$ cat src/rtl/sprite_register_loader.sv
// Sprite register loader: host-writable shadow table of sprite attributes
// (x, y, shape, enable per sprite) copied to the sprite register-write bus as
// one contiguous burst at the start of vertical blank, or on a forced request.
module sprite_register_loader #(
   parameter int BASE_INDEX  = 0,
   parameter int NUM_SPRITES = 8,
   parameter int VBLANK_LINE = 480
) (
   input  logic        clk,
   input  logic        reset,
   input  logic [9:0]  raster_y,
   input  logic        host_write_i,
   input  logic [7:0]  host_addr_i,
   input  logic [15:0] host_data_i,
   input  logic        force_load_i,
   output logic        register_write_o,
   output logic [11:0] register_index_o,
   output logic [15:0] register_write_value_o,
   output logic        busy_o,
   output logic        load_done_o
);

   localparam int N  = 4 * NUM_SPRITES;
   localparam int AW = $clog2(N);

   typedef enum logic [1:0] {IDLE, FILL, STREAM, DRAIN} state_t;

   state_t          state, state_nxt;
   logic [15:0]     shadow [N];
   logic [15:0]     rd_data;
   logic [AW-1:0]   rd_addr;
   logic [AW-1:0]   k_q, k_nxt;
   logic            at_line_q;
   logic            vblank_edge;
   logic            dirty;
   logic            trigger;
   logic            wr_ok;
   logic            done_q;

   // Out-of-range host addresses are dropped entirely (no write, no dirty).
   assign wr_ok       = host_write_i && (32'(host_addr_i) < 32'(N));
   assign vblank_edge = (raster_y == 10'(VBLANK_LINE)) && !at_line_q;
   assign trigger     = (state == IDLE) && ((vblank_edge && dirty) || force_load_i);
   assign load_done_o = done_q;

   // Shadow RAM: one write port (host), one synchronous read port (burst).
   // Same-address collision returns the old word, so a write landing on the
   // word being read this cycle goes out on the next reload instead.
   always_ff @(posedge clk) begin
      if (wr_ok)
         shadow[host_addr_i[AW-1:0]] <= host_data_i;
      rd_data <= shadow[rd_addr];
   end

   // Control state, raster-line history, dirty flag and done pulse.
   always_ff @(posedge clk) begin
      if (reset) begin
         state     <= IDLE;
         k_q       <= '0;
         at_line_q <= 1'b0;
         dirty     <= 1'b0;
         done_q    <= 1'b0;
      end else begin
         state     <= state_nxt;
         k_q       <= k_nxt;
         at_line_q <= (raster_y == 10'(VBLANK_LINE));
         done_q    <= (state == DRAIN);
         // Burst start consumes dirty; a write in the same cycle re-arms it.
         if (state == FILL)
            dirty <= wr_ok;
         else if (wr_ok)
            dirty <= 1'b1;
      end
   end

   // Next-state and bus outputs; outputs are zero whenever no strobe is issued.
   always_comb begin
      state_nxt              = state;
      k_nxt                  = k_q;
      rd_addr                = '0;
      busy_o                 = 1'b0;
      register_write_o       = 1'b0;
      register_index_o       = '0;
      register_write_value_o = '0;
      case (state)
         IDLE: begin
            if (trigger)
               state_nxt = FILL;
         end
         FILL: begin
            busy_o    = 1'b1;
            rd_addr   = '0;
            k_nxt     = '0;
            state_nxt = STREAM;
         end
         STREAM: begin
            busy_o                 = 1'b1;
            register_write_o       = 1'b1;
            register_index_o       = 12'(BASE_INDEX) + 12'(k_q);
            register_write_value_o = rd_data;
            rd_addr                = k_q + AW'(1);
            k_nxt                  = k_q + AW'(1);
            if (k_q == AW'(N - 2))
               state_nxt = DRAIN;
         end
         DRAIN: begin
            busy_o                 = 1'b1;
            register_write_o       = 1'b1;
            register_index_o       = 12'(BASE_INDEX) + 12'(k_q);
            register_write_value_o = rd_data;
            state_nxt              = IDLE;
         end
         default: state_nxt = IDLE;
      endcase
   end

endmodule

$ cat config.mk
export PLATFORM = sky130hd
export DESIGN_NAME = sprite_register_loader
export DESIGN_NICKNAME = d
export VERILOG_FILES = /design/src/rtl/sprite_register_loader.sv
export SDC_FILE = /design/constraint.sdc
export NUM_CORES = 1
export LEC_CHECK = 0
export ABC_AREA = 0
export BUFFER_PORTS_ARGS = -buffer_cell sky130_fd_sc_hd__buf_2
export CORE_UTILIZATION = 55
export DETAILED_ROUTE_END_ITERATION = 8
export PLACE_DENSITY = 0.72
export SKIP_CTS_REPAIR_TIMING = 1
export SYNTH_ARGS = -nofsm -noshare
export SYNTH_HDL_FRONTEND = slang
export SYNTH_SLANG_ARGS = --single-unit
$ cat constraint.sdc
create_clock -name clk -period 3.53 [get_ports clk]
set_clock_uncertainty 0.05 [all_clocks]
set_input_delay 0.353 -clock clk [delete_from_list [all_inputs] [get_ports clk]]
set_output_delay 0.353 -clock clk [all_outputs]
set_load 0.02 [all_outputs]
# Word level (Yosys, flattened, before mapping)
# Memory sizes are Yosys's and may differ from the RTL's. A register that Yosys moved wholly into a read port is not among the register bits.
# Index checks and enable logic that the tools add are counted.
[totals] ff_bits=10 latch_bits=0 ramBits=512 mem_bits_ro=0 input_bits=38 word_cells=40 memories=1
[op_classes] addsub=1 n_mul=0 div_mod_pow=0 magnitude_cmp=1 eq_ne=7 shifts=0 mux=13 n_bitwise=0 n_reduce_logical=12
[mem_list] name="shadow" words=32 word_bits=16 read_ports=1 rd_clocked_by_memory_dff=1 wr=1 line="29" text="logic [15:0] shadow [N];"
[ops] operator="two-way mux 16 bit" n=1
[ops] operator="== test 10 x 9 -> 1 bit (second input constant)" n=1
[ops] operator="two-way mux 5 bit" n=2
[ops] operator="one-hot mux 5 bit (2 select lines)" n=1
[ops] operator="less-than comparator 8 x 6 -> 1 bit (second input constant)" n=1
[ops] operator="one-hot mux 2 bit (4 select lines)" n=1
[ops] operator="two-way mux 1 bit" n=6
[ops] operator="adder 5 x 1 -> 5 bit (second input constant)" n=1
[ops] operator="== test 5 bit (second input constant)" n=1
[ops] operator="== test 2 bit (second input constant)" n=2
[ops] operator="logical AND 1 bit" n=4
[ops] operator="two-way mux 2 bit" n=2
[ops] operator="!= test 2 bit (second input constant)" n=2
[ops] operator="nonzero test 2 bit" n=2
[ops] operator="OR reduction 3 bit" n=1
[ops] operator="== test 2 x 1 -> 1 bit (second input constant)" n=1
[ops] operator="logical NOT 2 bit" n=1
[ops] operator="AND reduction 2 bit" n=1
[ops] operator="OR reduction 2 bit" n=1
[ops] operator="logical NOT 1 bit" n=1
[ops] operator="logical OR 1 bit" n=1

# Depth between registers and ports, before layout
# Gate-level depths: netlist (run 1).
[depth] word_depth=7 depth_mapped=14 mapped_depth_nobuf=7

# Least setup slack after synthesis (run 1)
# OpenSTA, ideal clock, no wires.
[synth_timing] path_type="register to register" from="reg k_q[0]" to="reg rd_data[10], read port of shadow" setup_time_ns=0.120 arrival_time_ns=2.451 t_required_ns=3.360 setup_slack_ns=0.909 path_stages_with_launch=13 n_path_buf=6 synth_period_minus_slack_ns=2.621 cell_sequence="dfxtp_1 buf_6 buf_4 inv_1 clkbuf_1 ha_1 buf_6 buf_6 buf_8 mux2_4 a221oi_1 nor3_1 o31a_1"
[synth_between] elab_chain_len=2
[synth_lines] item="start: declaration" line="32" text="logic [AW-1:0] k_q, k_nxt;"
[synth_lines] item="start signal: assignment" line="65" text="k_q <= k_nxt;"
[synth_lines] item="adder 5 x 1 -> 5 bit" line="101" text="rd_addr = k_q + AW'(1);"
[synth_lines] item="two-way mux 5 bit" line="85" text="case (state)"
[synth_lines] item="end: declaration" line="30" text="logic [15:0] rd_data;"
# No other way between the ends.
# A chain may end at the register's enable or synchronous reset.

# Worst setup path after layout (run 1)
[layout_timing] from="reg state[0]" to="reg rd_data[8], read port of shadow"
[layout_between] elab_chain_len=2
[layout_lines] item="start: declaration" line="28" text="state_t state, state_nxt;"
[layout_lines] item="start signal: assignment" line="64" text="state <= state_nxt;"
[layout_lines] item="== test 2 bit" line="85"
[layout_lines] item="two-way mux 5 bit" line="85"
# No other way between the ends.

==> summary.txt, run 1 <==
Worst hold path
  • Hold Path Class: in -> reg
  • Hold Path Cell Cnt: 4

Worst setup path
  • Crit path largest cell delay: 780 ps
  • Crit-path cells: inv_1 -> ha_4 -> buf_4 -> nand2_1 -> o21ai_0 -> a221oi_1 -> nor3_1 -> o31a_1
  • Crit end category: flop
  • Required @ worst endpoint: 4010 ps
  • Element type at the critical path start: flop
  • Crit path kind: reg -> reg
  • Slowest stage cell, crit path: nor3_1
  • Worst EP arrival: 3690 ps
  • Critical path peak fanout: 58
  • Worst R2R Path Depth: 8

Placed design
  • HPWL Detailed: 32.5 mm
  • Post-place setup slack: 446 ps
  • Input/output buffers: slightly above 60
  • Gp weighted congestion: 0.836
  • Placed cell count: ~2100

Floorplan
  • Initial Util: 0.562
  • Die Y: 204 µm
  • # rows: 73
  • Die W: just over 200 µm
  • Ports: 69
  • Die area: approximately 0.042 mm²
  • Area of the core: 0.0400 mm²

CTS
  • Clock transition at path regs: 60 ps
  • Total clock sinks: 538
  • Clk buf depth: 3
  • CTS tree: built
  • CTS Root Cell: clkbuf_16
  • H-tree levels: 2
  • Worst-skew pair later-pin latency: 600 ps
  • Num CTS Buffers: 52

Global routing
  • Vias in the first global route: between 10000 and 15000
  • First-pass GRT wire length: 81.2 mm
  • Grt total ovfl: 0
  • Initial antenna violation count: 0
  • GRT Util Overall: 0.268
  • Pin count of the biggest net entering global routing: roughly 160

Timing
  • Final period util: 0.910
  • Least-Margin Pin Slew: just over 900 ps
  • Minimum clock period: about 3200 ps
  • Max Clk Rate: 311 MHz
  • Pins Over Slew Limit: 0
  • Slew HR: 0.377
  • Final Hold Vio Count: 1
  • Worst Setup Slack, final: 319 ps
  • Endpoints failing setup: 0
  • Hold slack: -5.23 ps
  • Setup TNS: 0 ps
  • RSZ-0062 raised after global routing: false

Logic synthesis
  • Post-synthesis sequential area ratio: 0.707
  • Synth async-reset ratio: 0
  • Post-Syn Area per Cell: 14.4 µm²
  • Cells after Synth: between 1500 and 2000
  • Cell variety after synth: just over 50
  • Flop and latch count out of synthesis: about 540
  • Number of flops mapped to enable cells by yosys: 512
  • Post-Syn Area: 0.0225 mm²
  • Yosys Warn Count: 0
  • Top FF cell, synth: edfxtp_1

Finish
  • Layout cells sized above 1: 0.149
  • Final std cells w/o fill: between 2000 and 2500
  • Register area: 0.0159 mm²
  • Most common cell after layout, fill and taps aside: edfxtp_1
  • Net count, final: 1656
  • Most frequent cells in the layout: edfxtp_1 (512), nand2_1 (192), o21ai_0 (138), mux2i_1 (86), nor2_1 (63)
  • Area delta synth->final: 11.0%
  • Fillcell total: 2963
  • Area taken by multi-input logic gates: 0.00591 mm²
  • N_diodes: 0

Drt
  • First-pass iteration count of the detailed router: 5
  • Total number of vias: between 10000 and 15000
  • Vias per cell: 6.19
  • DRC marker count from the first detailed-route iteration: 1523
  • DRC viols: 0
  • Detail Route Antenna Nets: 0
  • Drt total wl: approximately 55 mm
  • WL/cell: 25.3 µm

Status
  • Failing checks: hold timing
  • Status: complete, but fails checks

Power and ir drop
  • P_leak: 8.19 nW
  • Maximum vdd drop: 0.000427 V
  • Pwr Density: 604 mW/mm²

Job
  • Max Cap Viol: 0
## worst paths after layout
kind                    startpoint                    to  slack [ps]
max          state[0]$_SDFFE_PP0P_    rd_data[8]$_DFF_P_         320
min                    raster_y[2]  at_line_q$_SDFF_PP0_          -5
max reg2reg  state[0]$_SDFFE_PP0P_    rd_data[8]$_DFF_P_         320
min reg2reg     dirty$_SDFFE_PP0P_    dirty$_SDFFE_PP0P_         420
## logic make-up after synthesis
| kind of cell | share of synthesized area |
|---|---|
| AO/OA/AOI/OAI | 0.0930 |
| XOR/XNOR | 0.000779 |
| AND/OR/NAND/NOR | 0.0886 |
| multiplexers | 0.0731 |
| adder cells (fa/ha/maj) | 0.00390 |
| other | 0.000167 |
| flip-flops | 0.707 |
| buffers and inverters | 0.0333 |
## registers in the layout (all words and copies together), names as in the netlist
signal and flops:
k_q 5, state 2, rd_data 16, shadow 512, load_done_o 1, dirty 1
at_line_q 1
## worst max-delay path: cells and delay by family (launching register included)
kind | cells | cell delay [ps]
AND/OR/NAND/NOR | 2 | 890
AO/OA/AOI/OAI | 3 | 540
adder cells (fa/ha/maj) | 1 | 540
flip-flops | 1 | 330
buffers and inverters | 2 | 760
## layer usage
layer  vias up  part of all wire  track usage  wire length [µm]
met5         -                 0            0                 0
met4         0             0.036        0.108              2010
met3        96             0.083       0.0537              4550
met2       598              0.47        0.416             25800
met1      6789              0.41        0.372             22700
li1       6018                 -            -                 -
## stage by stage
step                utilization  power [mW]  cell area (µm²)
floorplan                     -        9.05            22500
global placement          0.583        9.84            23300
detailed placement        0.583        9.88            23300
CTS                       0.623        15.1            24900
global route              0.624        15.6            25000
finish                    0.624        15.1            25000
## synthesized netlist by cell type (all sizes together), types with 2 or more instances
cell type	n	area share
edfxtp	512	0.68
nand2	192	0.032
o21ai	139	0.031
mux2i	87	0.039
buf	85	0.025
nor2	64	0.011
a221oi	60	0.023
nor2b	56	0.016
clkbuf	39	0.0065
nand3b	37	0.012
a21oi	36	0.0080
mux2	31	0.017
nor3	30	0.0067
dfxtp	26	0.023
and2	18	0.0050
mux4	17	0.017
a21boi	16	0.0053
o221ai	16	0.0062
o22ai	16	0.0045
o31ai	16	0.0053
o31a	15	0.0058
inv	8	0.0013
ha	7	0.0039
nand2b	7	0.0019
nand3	4	0.00089
a211oi	2	0.00067
nand4	2	0.00056
o211ai	2	0.00067
or3	2	0.00056
xnor2	2	0.00078
## area by class of cell
cell class | count | area share
flip-flops and latches | 538 | 0.637
multi-input cells | 892 | 0.237
clock buffers | 65 | 0.0558
repair buffers | 119 | 0.0333
well taps | 525 | 0.0263
clock inverters | 33 | 0.00938
inverters | 8 | 0.00120
## where the power goes
part           switching (mW)  internal, mW  leakage (nW)
sequential             0.0836          7.08          4.82
combinational            1.74         0.875          2.57
clock                    2.29          3.01         0.799
Power figures use the tool's default switching activity.
==> inputs of run 2 (changes only) <==
--- a/config.mk
+++ b/config.mk
@@ -6,10 +6,12 @@
 export NUM_CORES = 1
 export LEC_CHECK = 0
 export ABC_AREA = 0
+export ABC_CLOCK_PERIOD_IN_PS = 3530
 export BUFFER_PORTS_ARGS = -buffer_cell sky130_fd_sc_hd__buf_2
 export CORE_UTILIZATION = 55
 export DETAILED_ROUTE_END_ITERATION = 8
 export PLACE_DENSITY = 0.72
+export REMOVE_ABC_BUFFERS = 1
 export SKIP_CTS_REPAIR_TIMING = 1
 export SYNTH_ARGS = -nofsm -noshare
 export SYNTH_HDL_FRONTEND = slang
==> run 2 against run 1 <==
Effect of this change: hold slack lost 5.7 ps; cell count grew 0.92%; clock-buffer cell count grew 4; sequential share of layout area shrank 0.59 points; sequential power is essentially flat; critical endpoint is now rd_data[4]$_DFF_P_; highest routed layer is now met5; register-to-register slack gained 240 ps; the flow still finishes with violations (hold timing).
==> summary.txt, run 2 (synthesized netlist as in run 1, its figures left out) <==
Timing
  • Worst Setup Slack, final: 561 ps (was 319 ps)
  • RSZ-0062 raised after global routing: false (unchanged)
  • Final period util: 0.841 (was 0.910)
  • Endpoints failing setup: 0 (unchanged)
  • Hold slack: -11.0 ps (was -5.23 ps)
  • Final Hold Vio Count: 1 (unchanged)
  • Setup TNS: 0 ps (unchanged)
  • Least-Margin Pin Slew: 881 ps (was 928 ps)
  • Slew HR: 0.413 (was 0.377)
  • Max Clk Rate: 337 MHz (was 311 MHz)
  • Minimum clock period: 2970 ps (was 3210 ps)
  • Pins Over Slew Limit: 0 (unchanged)

Worst setup path
  • Worst setup path start: k_q[0]$_SDFFE_PP0P_ (was state[0]$_SDFFE_PP0P_)
  • Worst path depth: 7 (was 8)
  • Crit path largest cell delay: 660 ps (was 780 ps)
  • Reg2reg end: rd_data[4]$_DFF_P_ (was rd_data[8]$_DFF_P_)
  • Reg2reg setup slack: 560 ps (was 320 ps)
  • Worst R2R Path Depth: 7 (was 8)
  • Crit end category: flop (unchanged)
  • Worst setup path endpoint: rd_data[4]$_DFF_P_ (was rd_data[8]$_DFF_P_)
  • Critical path peak fanout: 47 (was 58)
  • Worst EP arrival: 3400 ps (was 3690 ps)
  • WP buf/inv: 2 (unchanged)
  • Required @ worst endpoint: 3960 ps (was 4010 ps)
  • Crit path kind: reg -> reg (unchanged)
  • Element type at the critical path start: flop (unchanged)
  • Cell family with most CP delay: adder cells (was simple AND/OR/NAND/NOR gates)
  • Crit-path cells: inv_1 -> ha_4 -> buf_12 -> mux2_2 -> a221oi_1 -> nor3_1 -> o31a_1 (was inv_1 -> ha_4 -> buf_4 -> nand2_1 -> o21ai_0 -> a221oi_1 -> nor3_1 -> o31a_1)
  • Slowest stage cell, crit path: ha_4 (was nor3_1)
  • RR Startpoint: k_q[0]$_SDFFE_PP0P_ (was state[0]$_SDFFE_PP0P_)

Drt
  • Drt total wl: 53.4 mm (was 55.1 mm)
  • DRC viols: 0 (unchanged)
  • Total number of vias: 13523 (was 13501)
  • Detail Route Antenna Nets: 0 (unchanged)
  • WL/cell: 24.3 µm (was 25.3 µm)
  • DRC marker count from the first detailed-route iteration: 1412 (was 1523)
  • Vias per cell: 6.15 (was 6.19)
  • First-pass iteration count of the detailed router: 8 (was 5)

Floorplan
  • Initial Util: 0.562 (unchanged)
  • Area of the core: 0.0400 mm² (unchanged)
  • Ports: 69 (unchanged)
  • Die area: 0.0417 mm² (unchanged)
  • Die W: 204 µm (unchanged)
  • # rows: 73 (unchanged)
  • Die Y: 204 µm (unchanged)

Placed design
  • Gp weighted congestion: 0.836 (about the same)
  • Dpl cell area: 0.0235 mm² (was 0.0233 mm²)
  • HPWL Detailed: 31.0 mm (was 32.5 mm)
  • Post-place setup slack: 560 ps (was 446 ps)
  • Input/output buffers: 61 (unchanged)
  • Placed cell count: 2101 (was 2081)

Finish
  • Finished Core Util: 0.629 (was 0.624)
  • Final std cells w/o fill: 2200 (was 2180)
  • Most common cell after layout, fill and taps aside: edfxtp_1 (unchanged)
  • Most frequent cells in the layout: edfxtp_1 (512), nand2_1 (192), o21ai_0 (138), mux2i_1 (86), buf_4 (68) (was edfxtp_1 (512), nand2_1 (192), o21ai_0 (138), mux2i_1 (86), nor2_1 (63))
  • Layout cells sized above 1: 0.164 (was 0.149)
  • Max reg flops: 512 (unchanged)
  • Net count, final: 1675 (was 1656)
  • Design Area, Final: 0.0252 mm² (was 0.0250 mm²)
  • Area delta synth->final: 12.0% (was 11.0%)

Power and ir drop
  • P_leak: 8.33 nW (was 8.19 nW)
  • Pwr Density: 602 mW/mm² (was 604 mW/mm²)
  • Maximum vdd drop: 0.000620 V (was 0.000427 V)

CTS
  • Total clock sinks: 538 (unchanged)
  • Worst-skew pair later-pin latency: 600 ps (about the same)
  • Num CTS Buffers: 52 (unchanged)
  • Clk buf depth: 3 (unchanged)
  • Clock transition at path regs: 60 ps (about the same)
  • CTS tree: built (unchanged)
  • CTS Root Cell: clkbuf_16 (unchanged)
  • H-tree levels: 2 (unchanged)

Global routing
  • Initial antenna violation count: 4 (was 0)
  • Vias in the first global route: 13475 (was 12674)
  • GRT Util Overall: 0.263 (was 0.268)
  • Pin count of the biggest net entering global routing: 97 (was 163)
  • First-pass GRT wire length: 81.1 mm (was 81.2 mm)
  • Grt total ovfl: 0 (unchanged)

Job
  • Max Cap Viol: 0 (unchanged)

Status
  • Status: complete, but fails checks (unchanged)
  • Failing checks: hold timing (unchanged)

Worst hold path
  • Hold Path Class: in -> reg (unchanged)
[run 2: cell types whose count changed in the layout (fill, tap and decap cells not counted)]
| cell | delta |
|---|---|
| buf_12 | +2 |
| clkbuf_8 | +3 |
| dlygate4sd3_1 | -1 |
| nor2_1 | -3 |
| nor2_2 | +3 |
| clkbuf_1 | +1 |
| clkinvlp_4 | +1 |
| clkinv_4 | -1 |
| bufinv_16 | +1 |
| clkinv_1 | -6 |
| buf_4 | +18 |
| diode_2 | +1 |
| clkinv_2 | +1 |
[run 2: worst min-delay path by stage]
| stage | start | to | slack [ps] | cells past startpoint |
|---|---|---|---|---|
| global placement | dirty$_SDFFE_PP0P_ | dirty$_SDFFE_PP0P_ | 410 | 2 |
| finish | raster_y[4] | at_line_q$_SDFF_PP0_ | -10 | 4 |
| global route | raster_y[4] | at_line_q$_SDFF_PP0_ | 10 | 4 |
| detailed placement | dirty$_SDFFE_PP0P_ | dirty$_SDFFE_PP0P_ | 410 | 2 |
| floorplan | reset | dirty$_SDFFE_PP0P_ | 370 | 1 |
| CTS | raster_y[4] | at_line_q$_SDFF_PP0_ | -40 | 4 |
[run 2: per-layer routing]
metal,vias to the layer above,wire length [µm],share of wire,GRT usage
met5,-,37,0.00069,0
met2,558,25600,0.48,0.422
met3,109,4070,0.076,0.0454
met4,6,1510,0.028,0.0885
met1,6784,22200,0.42,0.365
li1,6066,-,-,-
[run 2: where the power goes]
part           switching [mW]  total (mW)  internal, mW  leakage (nW)
sequential              0.102        7.18          7.08          4.82
combinational            1.61        2.50         0.889          2.68
clock                    2.33        5.48          3.15         0.827
[run 2: stage by stage]
step                hold WS [ps]  total power, mW
finish                     -11.0             15.2
detailed placement           407             9.80
global route                12.7             15.7
CTS                        -37.4             15.2
floorplan                    372             9.11
global placement             405             9.76
[run 2: worst min-delay path, cell delays in order]
cell and delay (ps):
buf_2 80, nor2b_1 40, nand3_1 70, nor2_1 40
[run 2: cell type report]
type	instances	area [µm²]
flip-flops and latches	538	15900
fillers	2917	14800
multi-input cells	892	5920
clock buffers	69	1440
repair buffers	138	996
well taps	525	657
clock inverters	29	245
inverters	8	30.0
diodes	1	2.50
==> inputs of run 3 (changes only) <==
--- a/config.mk
+++ b/config.mk
@@ -5,12 +5,12 @@
 export SDC_FILE = /design/constraint.sdc
 export NUM_CORES = 1
 export LEC_CHECK = 0
-export ABC_AREA = 0
-export ABC_CLOCK_PERIOD_IN_PS = 3530
+export ABC_AREA = 1
+export ABC_CLOCK_PERIOD_IN_PS = 2700
 export BUFFER_PORTS_ARGS = -buffer_cell sky130_fd_sc_hd__buf_2
 export CORE_UTILIZATION = 55
 export DETAILED_ROUTE_END_ITERATION = 8
-export PLACE_DENSITY = 0.72
+export PLACE_DENSITY = 0.75
 export REMOVE_ABC_BUFFERS = 1
 export SKIP_CTS_REPAIR_TIMING = 1
 export SYNTH_ARGS = -nofsm -noshare
==> constraint.sdc (replaced) <==
create_clock -name clk -period 2.7 [get_ports clk]
set_clock_uncertainty 0.05 [all_clocks]
set_input_delay 0.27 -clock clk [delete_from_list [all_inputs] [get_ports clk]]
set_output_delay 0.27 -clock clk [all_outputs]
set_load 0.02 [all_outputs]
==> run 3 against run 2 <==
Effect of this change: hold slack gained 53 ps; the run now ends clean; wire length rose by 13%; critical endpoint is now rd_data[11]$_DFF_P_; largest power group unchanged; sequential cell count unchanged; non-clock buffer count is the same; clock power rose by 28%; via count is 23% higher; power is 40% higher; core utilization fell by 0.26 points; design area rose by 4.6%.
==> summary.txt, run 3 <==
Logic synthesis
  • Number of flops mapped to enable cells by yosys: 512 (unchanged)
  • Cells after Synth: 2350 (was 1556)
  • Largest area contributor in the netlist: edfxtp_1 (unchanged)
  • Post-synthesis sequential area ratio: 0.677 (was 0.707)
  • Top cells by count, synth: nand2_1 (525), edfxtp_1 (512), inv_1 (443), nand3_1 (418), nor2_1 (259) (was edfxtp_1 (512), nand2_1 (192), o21ai_0 (138), mux2i_1 (87), nor2_1 (64))
  • Post-Syn Area: 0.0235 mm² (was 0.0225 mm²)
  • Top-count cell post-synth: nand2_1 (was edfxtp_1)
  • Cell variety after synth: 20 (was 51)
  • Area contributors post-synth: edfxtp_1 (66%), nand3_1 (8.9%), nand2_1 (8.4%) (was edfxtp_1 (68%), mux2i_1 (3.9%), nand2_1 (3.2%))
  • Post-Syn Area per Cell: 9.99 µm² (was 14.4 µm²)
  • Synth top area share: 0.655 (was 0.684)
  • Top FF cell, synth: edfxtp_1 (unchanged)
  • Synth async-reset ratio: 0 (unchanged)
  • Flop and latch count out of synthesis: 538 (unchanged)
  • Yosys Warn Count: 0 (unchanged)

Timing
  • RSZ-0062 raised after global routing: false (unchanged)
  • Slew HR: 0.408 (was 0.413)
  • Final period util: 0.956 (was 0.841)
  • Pins Over Slew Limit: 0 (unchanged)
  • Least-Margin Pin Slew: 888 ps (was 881 ps)
  • Max Clk Rate: 387 MHz (was 337 MHz)
  • Worst Setup Slack, final: 118 ps (was 561 ps)
  • Endpoints failing setup: 0 (unchanged)
  • Final Hold Vio Count: 0 (was 1)
  • Hold slack: 42.1 ps (was -11.0 ps)
  • Minimum clock period: 2580 ps (was 2970 ps)

CTS
  • Worst-skew pair later-pin latency: 600 ps (about the same)
  • CTS tree: built (unchanged)
  • Clock transition at path regs: 60 ps (about the same)
  • CTS Root Cell: clkbuf_16 (unchanged)
  • H-tree levels: 2 (unchanged)
  • Num CTS Buffers: 54 (was 52)
  • Clk buf depth: 3 (unchanged)
  • Total clock sinks: 538 (unchanged)

Finish
  • Most frequent cells in the layout: nand2_1 (525), edfxtp_1 (512), inv_1 (443), nand3_1 (417), nor2_1 (257) (was edfxtp_1 (512), nand2_1 (192), o21ai_0 (138), mux2i_1 (86), buf_4 (68))
  • Design Area, Final: 0.0264 mm² (was 0.0252 mm²)
  • Layout cells sized above 1: 0.0857 (was 0.164)
  • Max reg flops: 512 (unchanged)
  • Final std cells w/o fill: 3015 (was 2200)
  • Area delta synth->final: 12.3% (was 12.0%)
  • Area taken by multi-input logic gates: 0.00539 mm² (was 0.00592 mm²)
  • Net count, final: 2475 (was 1675)
  • Fillcell total: 3255 (was 2917)
  • Most common cell after layout, fill and taps aside: nand2_1 (was edfxtp_1)
  • Finished Core Util: 0.627 (was 0.629)
  • Register area: 0.0159 mm² (about the same)

Placed design
  • Post-place setup slack: 41.5 ps (was 560 ps)
  • Gp weighted congestion: 0.905 (was 0.836)
  • Input/output buffers: 61 (unchanged)
  • HPWL Detailed: 35.0 mm (was 31.0 mm)
  • Placed cell count: 2909 (was 2101)
  • Dpl cell area: 0.0246 mm² (was 0.0235 mm²)

Worst setup path
  • Crit path largest cell delay: 330 ps (was 660 ps)
  • Slowest stage cell, crit path: dfxtp_1 (was ha_4)
  • Worst EP arrival: 3020 ps (was 3400 ps)
  • Element type at the critical path start: flop (unchanged)
  • Worst R2R Path Depth: 14 (was 7)
  • Cell mode on critical path: nand2_1
  • Crit-path cells: inv_1 -> ha_4 -> inv_1 -> nor2_4 -> buf_4 -> buf_12 -> buf_4 -> nand2_1 -> nand3_1 -> nand3_1 -> nand3_1 -> nand2_1 -> nand2_1 -> nand2_1 (was inv_1 -> ha_4 -> buf_12 -> mux2_2 -> a221oi_1 -> nor3_1 -> o31a_1)
  • Worst setup path start: state[0]$_SDFFE_PP0P_ (was k_q[0]$_SDFFE_PP0P_)
  • Crit end category: flop (unchanged)
  • Reg2reg setup slack: 120 ps (was 560 ps)
  • Critical path peak fanout: 39 (was 47)
  • Reg2reg end: rd_data[11]$_DFF_P_ (was rd_data[4]$_DFF_P_)
  • Crit path kind: reg -> reg (unchanged)
  • Required @ worst endpoint: 3140 ps (was 3960 ps)
  • RR Startpoint: state[0]$_SDFFE_PP0P_ (was k_q[0]$_SDFFE_PP0P_)

Worst hold path
  • Sink of the worst hold path: state[0]$_SDFFE_PP0P_ (was at_line_q$_SDFF_PP0_)
  • Hold_sp: force_load_i (was raster_y[4])
  • Hold Path Cell Cnt: 5 (was 4)
  • Hold Path Class: in -> reg (unchanged)

Floorplan
  • Die area: 0.0435 mm² (was 0.0417 mm²)
  • Die Y: 209 µm (was 204 µm)
  • # rows: 75 (was 73)
  • Die W: 209 µm (was 204 µm)
  • Ports: 69 (unchanged)
  • Initial Util: 0.558 (was 0.562)
  • Area of the core: 0.0420 mm² (was 0.0400 mm²)

Drt
  • Drt total wl: 60.4 mm (was 53.4 mm)
  • DRC viols: 0 (unchanged)
  • Detail Route Antenna Nets: 0 (unchanged)
  • WL/cell: 20.0 µm (was 24.3 µm)
  • Vias per cell: 5.52 (was 6.15)
  • Total number of vias: 16647 (was 13523)
  • First-pass iteration count of the detailed router: 8 (unchanged)
  • DRC marker count from the first detailed-route iteration: 1869 (was 1412)

Power and ir drop
  • Sequential share of power: 0.446 (was 0.474)
  • Pwr Density: 808 mW/mm² (was 602 mW/mm²)
  • Sw Ratio: 0.308 (was 0.267)
  • P_leak: 11.2 nW (was 8.33 nW)
  • P_sw: 6.56 mW (was 4.04 mW)
  • Maximum vdd drop: 0.000540 V (was 0.000620 V)
  • Internal: 14.7 mW (was 11.1 mW)
  • Comb power frac: 0.225 (was 0.165)
  • Clock power frac: 0.329 (was 0.361)

Status
  • Status: finished clean (was complete, but fails checks)

Global routing
  • Grt total ovfl: 0 (unchanged)
  • Pin count of the biggest net entering global routing: 146 (was 97)
  • First-pass GRT wire length: 91.5 mm (was 81.1 mm)
  • GRT Util Overall: 0.280 (was 0.263)
  • Initial antenna violation count: 2 (was 4)
  • Vias in the first global route: 16022 (was 13475)

Job
  • Max Cap Viol: 0 (unchanged)
run 3: final cells by class:
cell class	count	share of cell area
flip-flops and latches	538	0.603
multi-input cells	1252	0.204
inverters	446	0.0636
clock buffers	83	0.0582
repair buffers	138	0.0407
well taps	539	0.0256
clock inverters	17	0.00404
diodes	2	0.000190
run 3: logic make-up (layout without fill, tap and decap cells):
family | count (synthesis) | after routing | share of synthesized area
other | 1 | 9 | 0.000160
and+or+nand+nor | 1208 | 1208 | 0.216
AOI/OAI and AO/OA | 30 | 30 | 0.00640
buffers and inverters | 566 | 684 | 0.0962
DFF | 538 | 538 | 0.677
adders and majority gates | 7 | 7 | 0.00373
run 3: how the worst max path moves through the flow:
| stage | cells past startpoint | end | slack, ps |
|---|---|---|---|
| after CTS | 6 | register_write_value_o[5] | -160 |
| after global routing | 14 | rd_data[11]$_DFF_P_ | 9 |
| after floorplan | 11 | rd_data[14]$_DFF_P_ | -5370 |
| final | 14 | rd_data[11]$_DFF_P_ | 120 |
| after global placement | 14 | rd_data[5]$_DFF_P_ | 120 |
| after detailed placement | 14 | rd_data[11]$_DFF_P_ | 40 |
run 3: layer usage:
layer	up-vias	global-route usage	routed length, µm
li1	7686	-	-
met1	7882	0.358	22500
met2	909	0.465	29400
met3	170	0.0485	5720
met4	0	0.139	2860
met5	-	0	0
run 3: critical path: cells and delay by family, from the launching register on:
family / cells / cell delay [ps]
adder cells (fa/ha/maj): 1 / 300
buffers and inverters: 5 / 870
flip-flops: 1 / 330
AND/OR/NAND/NOR: 8 / 870
run 3: stage by stage:
step	TNS, ps	power [mW]
global route	0	22.1
detailed placement	0	14.3
floorplan	-92710	12.5
finish	0	21.3
CTS	-1570	21.3
global placement	0	14.2
run 3: power by group through the flow:
stage                     clock network (mW)  logic (mW)  registers, mW
after global routing                    7.41        5.22           9.51
final                                   7.00        4.78           9.51
after floorplan                            0        2.93           9.59
after detailed placement                   0        4.65           9.66
after global placement                     0        4.55           9.65
after CTS                               7.08        4.70           9.48
